==> config.mk <==
export PLATFORM = sky130hd
export DESIGN_NAME = psg_stereo_mix
export DESIGN_NICKNAME = d
export VERILOG_FILES = /design/src/rtl/psg_mix_pkg.sv /design/src/rtl/psg_sd_dac.sv /design/src/rtl/psg_stereo_mix.sv
export SDC_FILE = /design/constraint.sdc
export NUM_CORES = 1
export LEC_CHECK = 0
export CORE_ASPECT_RATIO = 1.4
export CORE_UTILIZATION = 41
export DETAILED_ROUTE_END_ITERATION = 8
export HOLD_SLACK_MARGIN = 0.05
export PLACE_DENSITY = 0.72
export SYNTH_ARGS = -nofsm -noshare
export SYNTH_HDL_FRONTEND = slang
export SYNTH_SLANG_ARGS = --single-unit
==> constraint.sdc <==
create_clock -name clk_sys -period 4.1 [get_ports clk_sys]
set_input_delay 0.82 -clock clk_sys [delete_from_list [all_inputs] [get_ports clk_sys]]
set_output_delay 0.82 -clock clk_sys [all_outputs]
set_load 0.02 [all_outputs]
==> src/rtl/psg_mix_pkg.sv <==
// Shared definitions for the PSG stereo mixer: routing mode codes, fade FSM
// states and a constant-evaluable clog2.
package psg_mix_pkg;

  localparam logic [1:0] MODE_MONO   = 2'd0;
  localparam logic [1:0] MODE_ABC    = 2'd1;
  localparam logic [1:0] MODE_ACB    = 2'd2;
  localparam logic [1:0] MODE_CUSTOM = 2'd3;

  typedef enum logic [1:0] {
    ST_RUN,
    ST_FADE_OUT,
    ST_SWITCH,
    ST_FADE_IN
  } fade_state_e;

  function automatic int clog2(input int v);
    int r;
    r = 0;
    for (int i = 0; i < 31; i++) begin
      if ((1 << i) < v) r = i + 1;
    end
    return r;
  endfunction

endpackage

==> src/rtl/psg_sd_dac.sv <==
// First-order sigma-delta modulator: the carry out of a W-bit phase
// accumulator gives a 1-bit stream whose duty is pcm_i / 2^W.
module psg_sd_dac
  import psg_mix_pkg::*;
#(
  parameter int W = 10
) (
  input  logic         clk_sys,
  input  logic         res_n,
  input  logic [W-1:0] pcm_i,
  output logic         dac_o
);

  logic [W-1:0] acc_q, acc_d;
  logic         dac_q, dac_d;

  assign {dac_d, acc_d} = {1'b0, acc_q} + {1'b0, pcm_i};

  always_ff @(posedge clk_sys or negedge res_n) begin
    if (!res_n) begin
      acc_q <= '0;
      dac_q <= 1'b0;
    end else begin
      acc_q <= acc_d;
      dac_q <= dac_d;
    end
  end

  assign dac_o = dac_q;

endmodule

==> src/rtl/psg_stereo_mix.sv <==
// PSG stereo mixer: routes NCH unsigned channels to L/R, applies a fade gain
// and drives two sigma-delta DACs. Optional fade FSM: PSG_STEREO_MIX_FADE_EN.
module psg_stereo_mix
  import psg_mix_pkg::*;
#(
  parameter  int NCH        = 3,
  parameter  int IW         = 8,
  parameter  int FADE_STEPS = 16,
  localparam int OW         = IW + clog2(NCH),
  localparam int GSH        = clog2(FADE_STEPS),
  localparam int GW         = GSH + 1
) (
  input  logic              clk_sys,
  input  logic              res_n,
  input  logic              ce_sample,
  input  logic [NCH*IW-1:0] ch_in,
  input  logic [1:0]        mode,
  input  logic [NCH-1:0]    pan_l,
  input  logic [NCH-1:0]    pan_r,
  output logic [OW-1:0]     pcm_l,
  output logic [OW-1:0]     pcm_r,
  output logic              pcm_valid,
  output logic              dac_l,
  output logic              dac_r,
  output logic              busy
);

  logic [NCH*IW-1:0] ch_p0;
  logic [NCH-1:0]    pan_l_p0, pan_r_p0;
  logic              vld_p0, vld_p1, vld_p2;
  logic [NCH-1:0]    mask_l, mask_r;
  logic [OW-1:0]     sum_l_d, sum_r_d;
  logic [OW-1:0]     sum_l_p1, sum_r_p1;
  logic [OW-1:0]     pcm_l_q, pcm_r_q;
  logic [1:0]        act_mode;
  logic [GW-1:0]     gain;

  function automatic logic [OW-1:0] apply_gain(input logic [OW-1:0] s,
                                               input logic [GW-1:0] g);
    return OW'(({{GW{1'b0}}, s} * {{OW{1'b0}}, g}) >> GSH);
  endfunction

  // ACB swaps channels 1 and NCH-1 before the ABC half/half rule is applied.
  function automatic logic [NCH-1:0] side_mask(input logic [1:0]     md,
                                               input logic [NCH-1:0] pan,
                                               input logic           right);
    logic [NCH-1:0] m;
    int             pos;
    m = '0;
    for (int i = 0; i < NCH; i++) begin
      pos = i;
      if (md == MODE_ACB) begin
        if (i == 1)            pos = NCH - 1;
        else if (i == NCH - 1) pos = 1;
      end
      case (md)
        MODE_MONO:   m[i] = 1'b1;
        MODE_CUSTOM: m[i] = pan[i];
        default:     m[i] = right ? (pos >= NCH / 2) : (pos <= (NCH - 1) / 2);
      endcase
    end
    return m;
  endfunction

  // Stage 0: capture the sample frame on the strobe
  always_ff @(posedge clk_sys) begin
    if (ce_sample) begin
      ch_p0    <= ch_in;
      pan_l_p0 <= pan_l;
      pan_r_p0 <= pan_r;
    end
  end

  always_comb begin
    mask_l  = side_mask(act_mode, pan_l_p0, 1'b0);
    mask_r  = side_mask(act_mode, pan_r_p0, 1'b1);
    sum_l_d = '0;
    sum_r_d = '0;
    for (int i = 0; i < NCH; i++) begin
      if (mask_l[i]) sum_l_d = sum_l_d + OW'(ch_p0[i*IW +: IW]);
      if (mask_r[i]) sum_r_d = sum_r_d + OW'(ch_p0[i*IW +: IW]);
    end
  end

  // Stage 1: routed sums
  always_ff @(posedge clk_sys) begin
    if (vld_p0) begin
      sum_l_p1 <= sum_l_d;
      sum_r_p1 <= sum_r_d;
    end
  end

  // Stage 2: gain-scaled PCM, held between frames
  always_ff @(posedge clk_sys or negedge res_n) begin
    if (!res_n) begin
      vld_p0  <= 1'b0;
      vld_p1  <= 1'b0;
      vld_p2  <= 1'b0;
      pcm_l_q <= '0;
      pcm_r_q <= '0;
    end else begin
      vld_p0 <= ce_sample;
      vld_p1 <= vld_p0;
      vld_p2 <= vld_p1;
      if (vld_p1) begin
        pcm_l_q <= apply_gain(sum_l_p1, gain);
        pcm_r_q <= apply_gain(sum_r_p1, gain);
      end
    end
  end

`ifdef PSG_STEREO_MIX_FADE_EN
  fade_state_e   state_q, state_d;
  logic [GW-1:0] g_q, g_d;
  logic [1:0]    act_mode_q, act_mode_d;

  always_ff @(posedge clk_sys or negedge res_n) begin
    if (!res_n) begin
      state_q    <= ST_RUN;
      g_q        <= GW'(FADE_STEPS);
      act_mode_q <= MODE_MONO;
    end else begin
      state_q    <= state_d;
      g_q        <= g_d;
      act_mode_q <= act_mode_d;
    end
  end

  // The mode sampled on the strobe is compared directly, so a change starts
  // fading on the same strobe that delivers it.
  always_comb begin
    state_d    = state_q;
    g_d        = g_q;
    act_mode_d = act_mode_q;
    if (ce_sample) begin
      unique case (state_q)
        ST_RUN: begin
          if (mode != act_mode_q) state_d = ST_FADE_OUT;
        end
        ST_FADE_OUT: begin
          g_d = g_q - GW'(1);
          if (mode == act_mode_q)  state_d = ST_FADE_IN;
          else if (g_q == GW'(1))  state_d = ST_SWITCH;
        end
        ST_SWITCH: begin
          act_mode_d = mode;
          state_d    = ST_FADE_IN;
        end
        ST_FADE_IN: begin
          g_d = g_q + GW'(1);
          if (mode != act_mode_q)                 state_d = ST_FADE_OUT;
          else if (g_q == GW'(FADE_STEPS - 1))    state_d = ST_RUN;
        end
      endcase
    end
  end

  assign act_mode = act_mode_q;
  assign gain     = g_q;
  assign busy     = (state_q != ST_RUN);
`else
  logic [1:0] mode_p0;

  always_ff @(posedge clk_sys or negedge res_n) begin
    if (!res_n)         mode_p0 <= MODE_MONO;
    else if (ce_sample) mode_p0 <= mode;
  end

  assign act_mode = mode_p0;
  assign gain     = GW'(FADE_STEPS);
  assign busy     = 1'b0;
`endif

  psg_sd_dac #(.W(OW)) u_dac_l (
    .clk_sys (clk_sys),
    .res_n   (res_n),
    .pcm_i   (pcm_l_q),
    .dac_o   (dac_l)
  );

  psg_sd_dac #(.W(OW)) u_dac_r (
    .clk_sys (clk_sys),
    .res_n   (res_n),
    .pcm_i   (pcm_r_q),
    .dac_o   (dac_r)
  );

  assign pcm_l     = pcm_l_q;
  assign pcm_r     = pcm_r_q;
  assign pcm_valid = vld_p2;

endmodule

* Word-level counts from Yosys, hierarchy flattened
Cells that the tools add are included.
** Cells by class
- Add/sub/neg operators :: 6
- Multipliers :: 0
- Div/mod/pow operators :: 0
- $lt $le $gt $ge :: 4
- Equality and inequality tests :: 2
- Shifts and indexed selects :: 0
- Multiplexer cells :: 14
- Bitwise operators :: 0
- Reduce and logical (&&, ||, !) cells :: 1
** Operators with widths (number)
- 32-bit by 2-bit greater-or-equal comparator with 1-bit output, second input constant :: 2
- 32-bit by 2-bit less-or-equal comparator with 1-bit output, second input constant :: 2
- 10-bit by 8-bit adder with 10-bit output :: 4
- 10-bit two-way mux :: 4
- 10-bit by 10-bit adder with 11-bit output :: 2
- 8-bit two-way mux :: 2
- 1-bit case mux with 2 select lines :: 5
- 2-bit equality test, second input constant :: 2
- 2-bit two-way mux :: 2
- 2-bit logical NOT :: 1
- 1-bit two-way mux :: 1
** Storage, ports and cells
- Flip-flop bits (word level) :: 97
- Bits in latches :: 0
- Bits in writable memories :: 0
- ROM bits :: 0
- Input bits :: 35
- Output and inout bits :: 24
- Word-level logic and storage cells :: 42
- Memories kept :: 0

* Logic depth before layout (Yosys ltp)
- Depth in word-level cells :: 7
- Mapped depth :: 20
- Mapped depth without buffers :: 20

* By module
Synthesis repeated with hierarchy kept, for this count alone.
** Unflattened totals
- Cell total of the unflattened synthesis :: 485
- Area total of the unflattened synthesis :: 5646.7 µm²
** By module, submodules not included
- psg_stereo_mix :: times used 1, cells each 355, area an instance 4240.3 µm², sequential area each 2127.0 µm²
- psg_sd_dac :: times used 2, cells each 65, area an instance 703.2 µm², sequential area each 275.3 µm²

* Worst setup path before layout
OpenSTA, ideal clock, no wires.
- Kind :: register to register
- Start point :: reg mode_p0[0], in the netlist act_mode[0]
- End point :: reg sum_r_p1[7] (data pin)
- Library setup time :: 0.262 ns
- Arrival :: 3.586 ns
- Required time :: 3.838 ns
- Path slack :: 0.252 ns
- Cell stages (with the launch flop) :: 21
- Path buffers :: 1
- Clock period less this slack :: 3.848 ns
- Path through :: dfrtp_1 > inv_1 > ha_1 > buf_2 > nor2_1 > and2_1 > ha_1 > inv_1 > fa_1 > inv_1 > a21o_1 > maj3_2 > xnor2_1 > o21ai_1 > ha_1 > nand2_1 > nor3b_1 > nor3_1 > a21oi_1 > mux2i_1 > nand3_1
** Between the ends
- Longest elaborated chain between the ends :: 7
- Elaborated cells on any way between the ends :: 15
- Those cells by class :: 2 x add/sub; 2 x order compare; 2 x eq/ne; 8 x mux; 1 x reduce/logical
** Ends and longest elaborated chain
- from (decl) :: RTL line psg_stereo_mix.sv:162 : logic [1:0] mode_p0;
- from (signal assigned) :: RTL line psg_stereo_mix.sv:166 : else if (ce_sample) mode_p0 <= mode;
- 2-bit equality test (tied with other cells) :: RTL line psg_stereo_mix.sv:52 : if (md == MODE_ACB) begin
- 2-bit two-way mux / 1-bit case mux with 2 select lines (equally long branches) :: RTL line psg_stereo_mix.sv:52, psg_stereo_mix.sv:56
- 32-bit by 2-bit greater-or-equal comparator with 1-bit output / 8-bit two-way mux (equally long branches) :: RTL line psg_stereo_mix.sv:59, psg_stereo_mix.sv:81
- 1-bit case mux with 2 select lines / 10-bit by 8-bit adder with 10-bit output (equally long branches) :: RTL line psg_stereo_mix.sv:56, psg_stereo_mix.sv:81
- 10-bit two-way mux :: RTL line psg_stereo_mix.sv:81 : if (mask_r[i]) sum_r_d = sum_r_d + OW'(ch_p0[i*IW +: IW]);
- 10-bit by 8-bit adder with 10-bit output :: RTL line psg_stereo_mix.sv:81
- 10-bit two-way mux * :: RTL line psg_stereo_mix.sv:81
- net sum_r_d[7] :: RTL line psg_stereo_mix.sv:32 : logic [OW-1:0] sum_l_d, sum_r_d;
- to (signal assigned) :: RTL line psg_stereo_mix.sv:89 : sum_r_p1 <= sum_r_d;
- to (decl) :: RTL line psg_stereo_mix.sv:33 : logic [OW-1:0] sum_l_p1, sum_r_p1;
Mark *: on every way through the listed nets, which the timed path passes. The rest lies on a longest branch.
A chain may end at the register's enable or synchronous reset.

* Worst setup path after layout
- Start point :: reg mode_p0[0], in the netlist act_mode[0]
- End point :: reg sum_r_p1[9] (data pin)
** Between the ends
- Longest elaborated chain between the ends :: 7
- Elaborated cells on any way between the ends :: 15
- Those cells by class :: 2 x add/sub; 2 x order compare; 2 x eq/ne; 8 x mux; 1 x reduce/logical
** Ends and longest elaborated chain (RTL line)
- 2-bit equality test (tied with other cells) :: psg_stereo_mix.sv:52
- 2-bit two-way mux / 1-bit case mux with 2 select lines (equally long branches) :: psg_stereo_mix.sv:52, psg_stereo_mix.sv:56
- 32-bit by 2-bit greater-or-equal comparator with 1-bit output / 8-bit two-way mux (equally long branches) :: psg_stereo_mix.sv:59, psg_stereo_mix.sv:81
- 1-bit case mux with 2 select lines / 10-bit by 8-bit adder with 10-bit output (equally long branches) :: psg_stereo_mix.sv:56, psg_stereo_mix.sv:81
- 10-bit two-way mux :: psg_stereo_mix.sv:81
- 10-bit by 8-bit adder with 10-bit output :: psg_stereo_mix.sv:81
- 10-bit two-way mux * :: psg_stereo_mix.sv:81
Mark *: on every way between the ends. The rest lies on a longest branch, timed or not.

==> run summary <==
Status - complete, but fails checks
Failing checks - design-rule violations
Final setup fails - 0
Buffers and inverters on the worst path - 3
Starting density of the core - 41.9%
Sum Neg Setup Slack - 0 ps
Reg2Reg Launch Point - act_mode[0]$_DFFE_PN0P_
Initial drt markers - 119
Count of hold-fix buffers inserted at cts - 0
Post-Synthesis Cell Area - 5580 um^2
Detailed Place HPWL - 8.52 mm
Syn Nets - 587
GRT Total Usage - 16.8%
Hold WC Path Type - reg -> reg
Number of synthesized flops with an enable pin - 50
Leak pwr - 2.76 nW
Crit path launch type - register
Largest area contributor in the netlist - edfxtp_1
CTS Sinks - 97
Min Tclk post-route - 3890 ps
Worst min-delay path startpoint - sum_l_p1[1]$_DFFE_PP_
WHS Endpoint - pcm_l[1]$_DFFE_PN0P_
R2R Setup Slk - 210 ps
Pre-CTS setup slack - 144 ps
IO buf count - 57
Core area - 13300 um^2
Syn Area/Cell - 11.4 um^2
Clock Path Buffers - 2
Clock latency on the worst-skew pair - 350 ps
RR Endpoint - sum_r_p1[9]$_SDFFCE_PP0P_
Crit-path cells - inv_1 -> ha_4 -> a21oi_4 -> nor2_2 -> and2_1 -> ha_2 -> inv_2 -> fa_2 -> inv_1 -> a21o_1 -> maj3_2 -> a221oi_2 -> xor2_1 -> o21ai_1 -> ha_2 -> or3_1 -> nor3_2 -> a21oi_2 -> a21oi_1 -> nor3b_1
Vias in the first global route - 3845
Finished Cell Area - 6780 um^2
Crit-path max FO - 4
Die width - 101 um
Ant. Diodes - 0
Routed len/inst - 14.7 um
Layout cells sized above 1 - 13.6%
Routed wire length - 11.0 mm
Die Area - 14100 um^2
Clock skew - 5.60 ps
I/O pins - 59
Fin worst setup slack - 209 ps
Pins over their slew limit - 0
CP top delay family - adder cells
Hold Violations, Final - 0
WP data arrival - 3990 ps
Fin nets - 658
Top cell type's share of synthesized area - 26.9%
Area of placed instances - 6390 um^2
FILL cells - 1175
Area Overhead vs Synth - 21.5%
Setup Crit Path Kind - reg -> reg
Period utilization - 94.9%
H-tree depth - 3
Max cap viols - 0
Cell count after synthesis - 491
Slowest stage delay, CP - 370 ps
Clock transition at path regs - 70 ps
DRT Pass-1 Iters - 6
First-pass GRT wire length - 18.1 mm
Unrepaired setup endpoints after global routing - yes
DRC viols - 1
Fmax - 0.257 GHz
Antenna violations before repair - 0
Register-to-Register Path Depth - 20
Sequential-to-total area share from yosys stat - 48.0%
Die span in y - 140 um
Gr ovfl total - 0
Synth Register Bits - 97
Power density cells - 623 nW/um^2
TritonCTS clock tree - built
Slew Limit Headroom - 29.7%
Ranking of synthesized cells by area - edfxtp_1, dfrtp_1, ha_1
DRT antenna net count - 0
FP Rows - 50
Post-synth top flop - edfxtp_1
RePlAce Congestion - 0.846
Hold Crit Depth - 2
Synth unique cells - 52
Worst Path Required - 4200 ps
Element type at the critical path end - register
Post-synth ARST share - 48.5%
Vias after detailed routing - 3852
Root Driver - clkbuf_16
Worst-margin pin slew - 1050 ps
Yosys warns - 0
Vias per inst - 5.14
Largest net degree at the start of global routing - 48
Number of CTS-inserted buffers - 9
Slowest stage cell, crit path - dfrtp_1
VDD IR max - 0.227 mV
==> cells in the final DEF (no fill, tap or decap), types with 6 or more instances in the layout <==
cell type | synthesis | final
o21ai_1 | 5 | 8
o21a_1 | 15 | 15
a21o_1 | 8 | 8
edfxtp_1 | 50 | 50
dfrtp_1 | 47 | 47
nor2b_1 | 8 | 8
nand3_1 | 6 | 6
inv_1 | 22 | 20
nor3_1 | 12 | 11
clkbuf_16 | 0 | 9
mux2_2 | 24 | 24
o21ai_0 | 32 | 29
xnor2_1 | 24 | 24
and2_1 | 16 | 16
ha_1 | 55 | 51
clkdlybuf4s50_1 | 0 | 56
nand2_1 | 33 | 33
a21oi_1 | 31 | 29
buf_4 | 1 | 12
nor2_1 | 29 | 28
xor2_1 | 10 | 10
==> layer usage <==
layer	vias to the layer above	part of all wire, %	global-route usage (%)
met2	64	55	30.8
li1	1920	-	-
met5	-	0	0
met4	0	2.6	7.40
met1	1850	40	18.4
met3	18	2.7	3.49
==> worst max path at each step <==
| stage | endpoint | slack, ps | cells past startpoint | start |
|---|---|---|---|---|
| finish | sum_r_p1[9]$_SDFFCE_PP0P_ | 210 | 20 | act_mode[0]$_DFFE_PN0P_ |
| global route | sum_l_p1[8]$_DFFE_PP_ | -10 | 14 | act_mode[1]$_DFFE_PN0P_ |
| detailed placement | sum_r_p1[7]$_DFFE_PP_ | 140 | 20 | act_mode[0]$_DFFE_PN0P_ |
| global placement | sum_l_p1[7]$_DFFE_PP_ | 260 | 15 | act_mode[1]$_DFFE_PN0P_ |
| CTS | sum_r_p1[9]$_SDFFCE_PP0P_ | 120 | 20 | act_mode[0]$_DFFE_PN0P_ |
| floorplan | sum_r_p1[7]$_DFFE_PP_ | 250 | 20 | act_mode[0]$_DFFE_PN0P_ |
==> worst register-to-register path: stages (launching register included) <==
cell      delay (ps)
dfrtp_1          370
inv_1            100
ha_4             190
a21oi_4          140
nor2_2            60
and2_1           170
ha_2             180
inv_2             60
fa_2             200
inv_1             40
a21o_1           150
maj3_2           340
a221oi_2         300
xor2_1           210
o21ai_1          120
ha_2             190
or3_1            320
nor3_2           180
a21oi_2           70
a21oi_1          200
nor3b_1           70
==> cells in the mapped netlist (all sizes together) (8+ instances only) <==
cell and count:
mux2 24, xnor2 24, a211oi 9, nand2 33, nor2 29, and2 16, o21ai 37, edfxtp 50
buf 9, a21oi 32, nor3 12, xor2 10, inv 22, o21a 15, a21o 8, nor2b 8
ha 55, dfrtp 47
==> final cells by class <==
| cell class | count | area [um^2] | area share (%) |
|---|---|---|---|
| multi-input cells | 363 | 2840 | 41.8 |
| clock buffers | 9 | 225 | 3.32 |
| clock inverters | 7 | 73.8 | 1.09 |
| flip-flops and latches | 97 | 2680 | 39.5 |
| inverters | 22 | 82.6 | 1.22 |
| well taps | 182 | 228 | 3.36 |
| repair buffers | 69 | 656 | 9.67 |
==> report_power, final <==
group	switching (mW)	total [mW]	internal, mW
sequential	0.140	1.47	1.33
clock	0.406	0.837	0.431
combinational	0.989	1.92	0.930
total	1.54	4.22	2.69
==> cells by family (layout without fill, tap and decap cells) <==
logic type	Yosys count	count (layout)	synth area share, %
adders and majority gates	63	63	14.9
buffers and inverters	31	107	2.38
and+or+nand+nor	114	114	9.82
xor gates and xnor gates	34	34	5.34
other	1	1	0.0672
muxes	25	25	5.02
DFF	97	97	48.0
AOI/OAI and AO/OA	126	126	14.5
==> what timing repair did <==
| item | 4_1_cts | 5_1_grt |
|---|---|---|
| setup endpoints to repair | 0 | 10 |
| resized for setup | 0 | 21 |
| setup buffers | 0 | 3 |
==> state kept, by name (all words and copies together), names as in the netlist <==
| register | cells |
|---|---|
| pcm_valid | 1 |
| u_dac_r.acc_q | 10 |
| sum_l_p1 | 10 |
| pan_r_p0 | 3 |
| pcm_l | 10 |
| ch_p0 | 24 |
| vld_p0 | 1 |
| act_mode | 2 |
| u_dac_l.acc_q | 10 |
| pcm_r | 10 |
| u_dac_l.dac_o | 1 |
| vld_p1 | 1 |
| sum_r_p1 | 10 |
| pan_l_p0 | 3 |
| u_dac_r.dac_o | 1 |
==> stage by stage <==
step	power (mW)	cells	hold WS [ps]	utilization, %
6_report	4.22	749	467	50.9
3_5_place_dp	3.37	730	447	48.0
2_1_floorplan	2.86	491	424	-
4_1_cts	4.24	746	465	50.2
5_1_grt	4.55	749	492	50.9
3_3_place_gp	3.29	730	446	48.0
Note: power is estimated with default switching activity, not from simulation.
==> RTL edit, RTL diff (config.mk and constraints unchanged) <==
`FADE_STEPS`: 16 -> 15.
--- a/src/rtl/psg_stereo_mix.sv
+++ b/src/rtl/psg_stereo_mix.sv
@@ -5,7 +5,7 @@
 #(
   parameter  int NCH        = 3,
   parameter  int IW         = 8,
-  parameter  int FADE_STEPS = 16,
+  parameter  int FADE_STEPS = 15,
   localparam int OW         = IW + clog2(NCH),
   localparam int GSH        = clog2(FADE_STEPS),
   localparam int GW         = GSH + 1
Function: changed (a bounded check fails within 4 cycles, from zero or initial values).
==> RTL edit against the unedited design <==
- wire length grew 23%
- first-iteration DRC count rose by 100%
- design area rose by 29%
- sequential cell count is the same
- total power grew 87%
- synthesized area increased by 30%
- maximum frequency down 2.0%
- worst setup slack got worse by 0.078 ns
- clock power fell by 2%
- critical path type unchanged
==> RTL edit: results <==
set metrics [dict create \
    fin_crit_ns 3.969 \
    rrSetupSlack_ns 0.13 \
    vias_per_cell 5.095 \
    dr.first_iter.drc_count 240 \
    wl_per_cell_um 13.87 \
    place_inst 952 \
    antenna_cells 0 \
    relSlewSlack_pct 28.73 \
    htreeDepth 3 \
    synth_area_leaders "edfxtp_1, dfrtp_1, ha_1" \
    reg2reg_depth 19 \
    dpl.hpwl_mm 10.84 \
    power_leakage_nw 3.651 \
    grt_usage_pct 15.84 \
    nets 897 \
    crit_path_max_incr_delay_ns 0.41 \
    synth-async-reset-ratio_pct 48.45 \
    post-cts-setup-buffers 3 \
    synth_nets 811 \
    grt_antenna_before_repair 0 \
    cp.arrival_ns 4.08 \
    vdd_drop_max_mv 0.3314 \
    clk-insertion-delay-late_ns 0.35 \
    fillerInstances 1569 \
    grt_pass1_vias 4993 \
    drive_gt1_share_pct 14.46 \
    grt_pass1_wl_mm 22.71 \
    holdWs_ns 0.4720 \
    regMostFlops "ch_p0" \
    critPathCapture "sum_r_p1[7]" \
    yosysUniqueCellTypes 62 \
    clock_skew_ns 0.009049 \
    ys_seq_area_share_pct 36.91 \
    hold_end "u_dac_l.acc_q[0]" \
    min_path_cells 1 \
    dr.pass1.iters 4 \
    post-place-ws_ns -0.1373 \
    numPortBuffers 57 \
    instances_no_fill 976 \
    final.setup.tns_ns 0 \
    largest_reg_flops 24 \
    synth.avg_cell_area_um2 11.18 \
    ys_top_cells_by_count "ha_1, edfxtp_1, inv_1, dfrtp_1, a21oi_1" \
    cts_resized 7 \
    status "finished, final reports clean" \
    place_congestion 0.9130 \
    path_delay_family "adder cells" \
    min_from "u_dac_l.acc_q[0]" \
]
==> RTL edit: cell count changes in the layout (fill, tap and decap cells not counted), moves of 4 or more <==
cell / before / now
a211oi_1: 4 / 9
a21oi_1: 29 / 39
and2_1: 16 / 11
buf_4: 12 / 27
fa_1: 4 / 36
ha_1: 51 / 86
inv_1: 20 / 45
nor2_1: 28 / 33
o21a_1: 15 / 10
o21ai_0: 29 / 24
o31ai_1: 2 / 7
or2_2: 0 / 4
xnor2_1: 24 / 31
xor2_1: 10 / 19
==> RTL edit: power by group <==
part	leakage (nW)	switching (mW)	total [mW]	internal, mW
combinational	2.47	2.71	5.38	2.67
sequential	1.05	0.268	1.69	1.43
clock	0.136	0.353	0.819	0.466
total	3.65	3.33	7.89	4.56
==> RTL edit: per-stage QoR <==
stage	area [um2]	util (%)
detailed placement	8227	47.47
global placement	8227	47.47
global route	8712	50.27
CTS	8534	49.25
finish	8712	50.27
floorplan	7262	-
==> RTL edit: area by class of cell <==
type,count,area share (%)
Multi-Input combinational cell,495,51.79
Sequential cell,97,30.73
Timing Repair Buffer,84,8.818
Tap cell,236,3.389
Clock buffer,11,2.671
Inverter,48,2.068
Clock inverter,5,0.5314
==> RTL edit: cell families after synthesis <==
| kind of cell | count (synthesis) | share of synthesized area [%] |
|---|---|---|
| fa+ha+maj | 129 | 26.13 |
| xor+xnor | 50 | 6.037 |
| simple gates | 133 | 8.951 |
| buf+inv | 57 | 3.053 |
| other cells | 1 | 0.05169 |
| compound gates | 152 | 14.23 |
| mux | 30 | 4.639 |
| flops | 97 | 36.91 |
==> RTL edit: layer usage <==
layer	global-route usage [%]	vias to the layer above	share of wire (%)
li1	-	2507	-
met1	17.79	2359	42
met2	28.98	81	53
met3	1.827	26	2.0
met4	8.087	0	3.3
met5	0	-	0
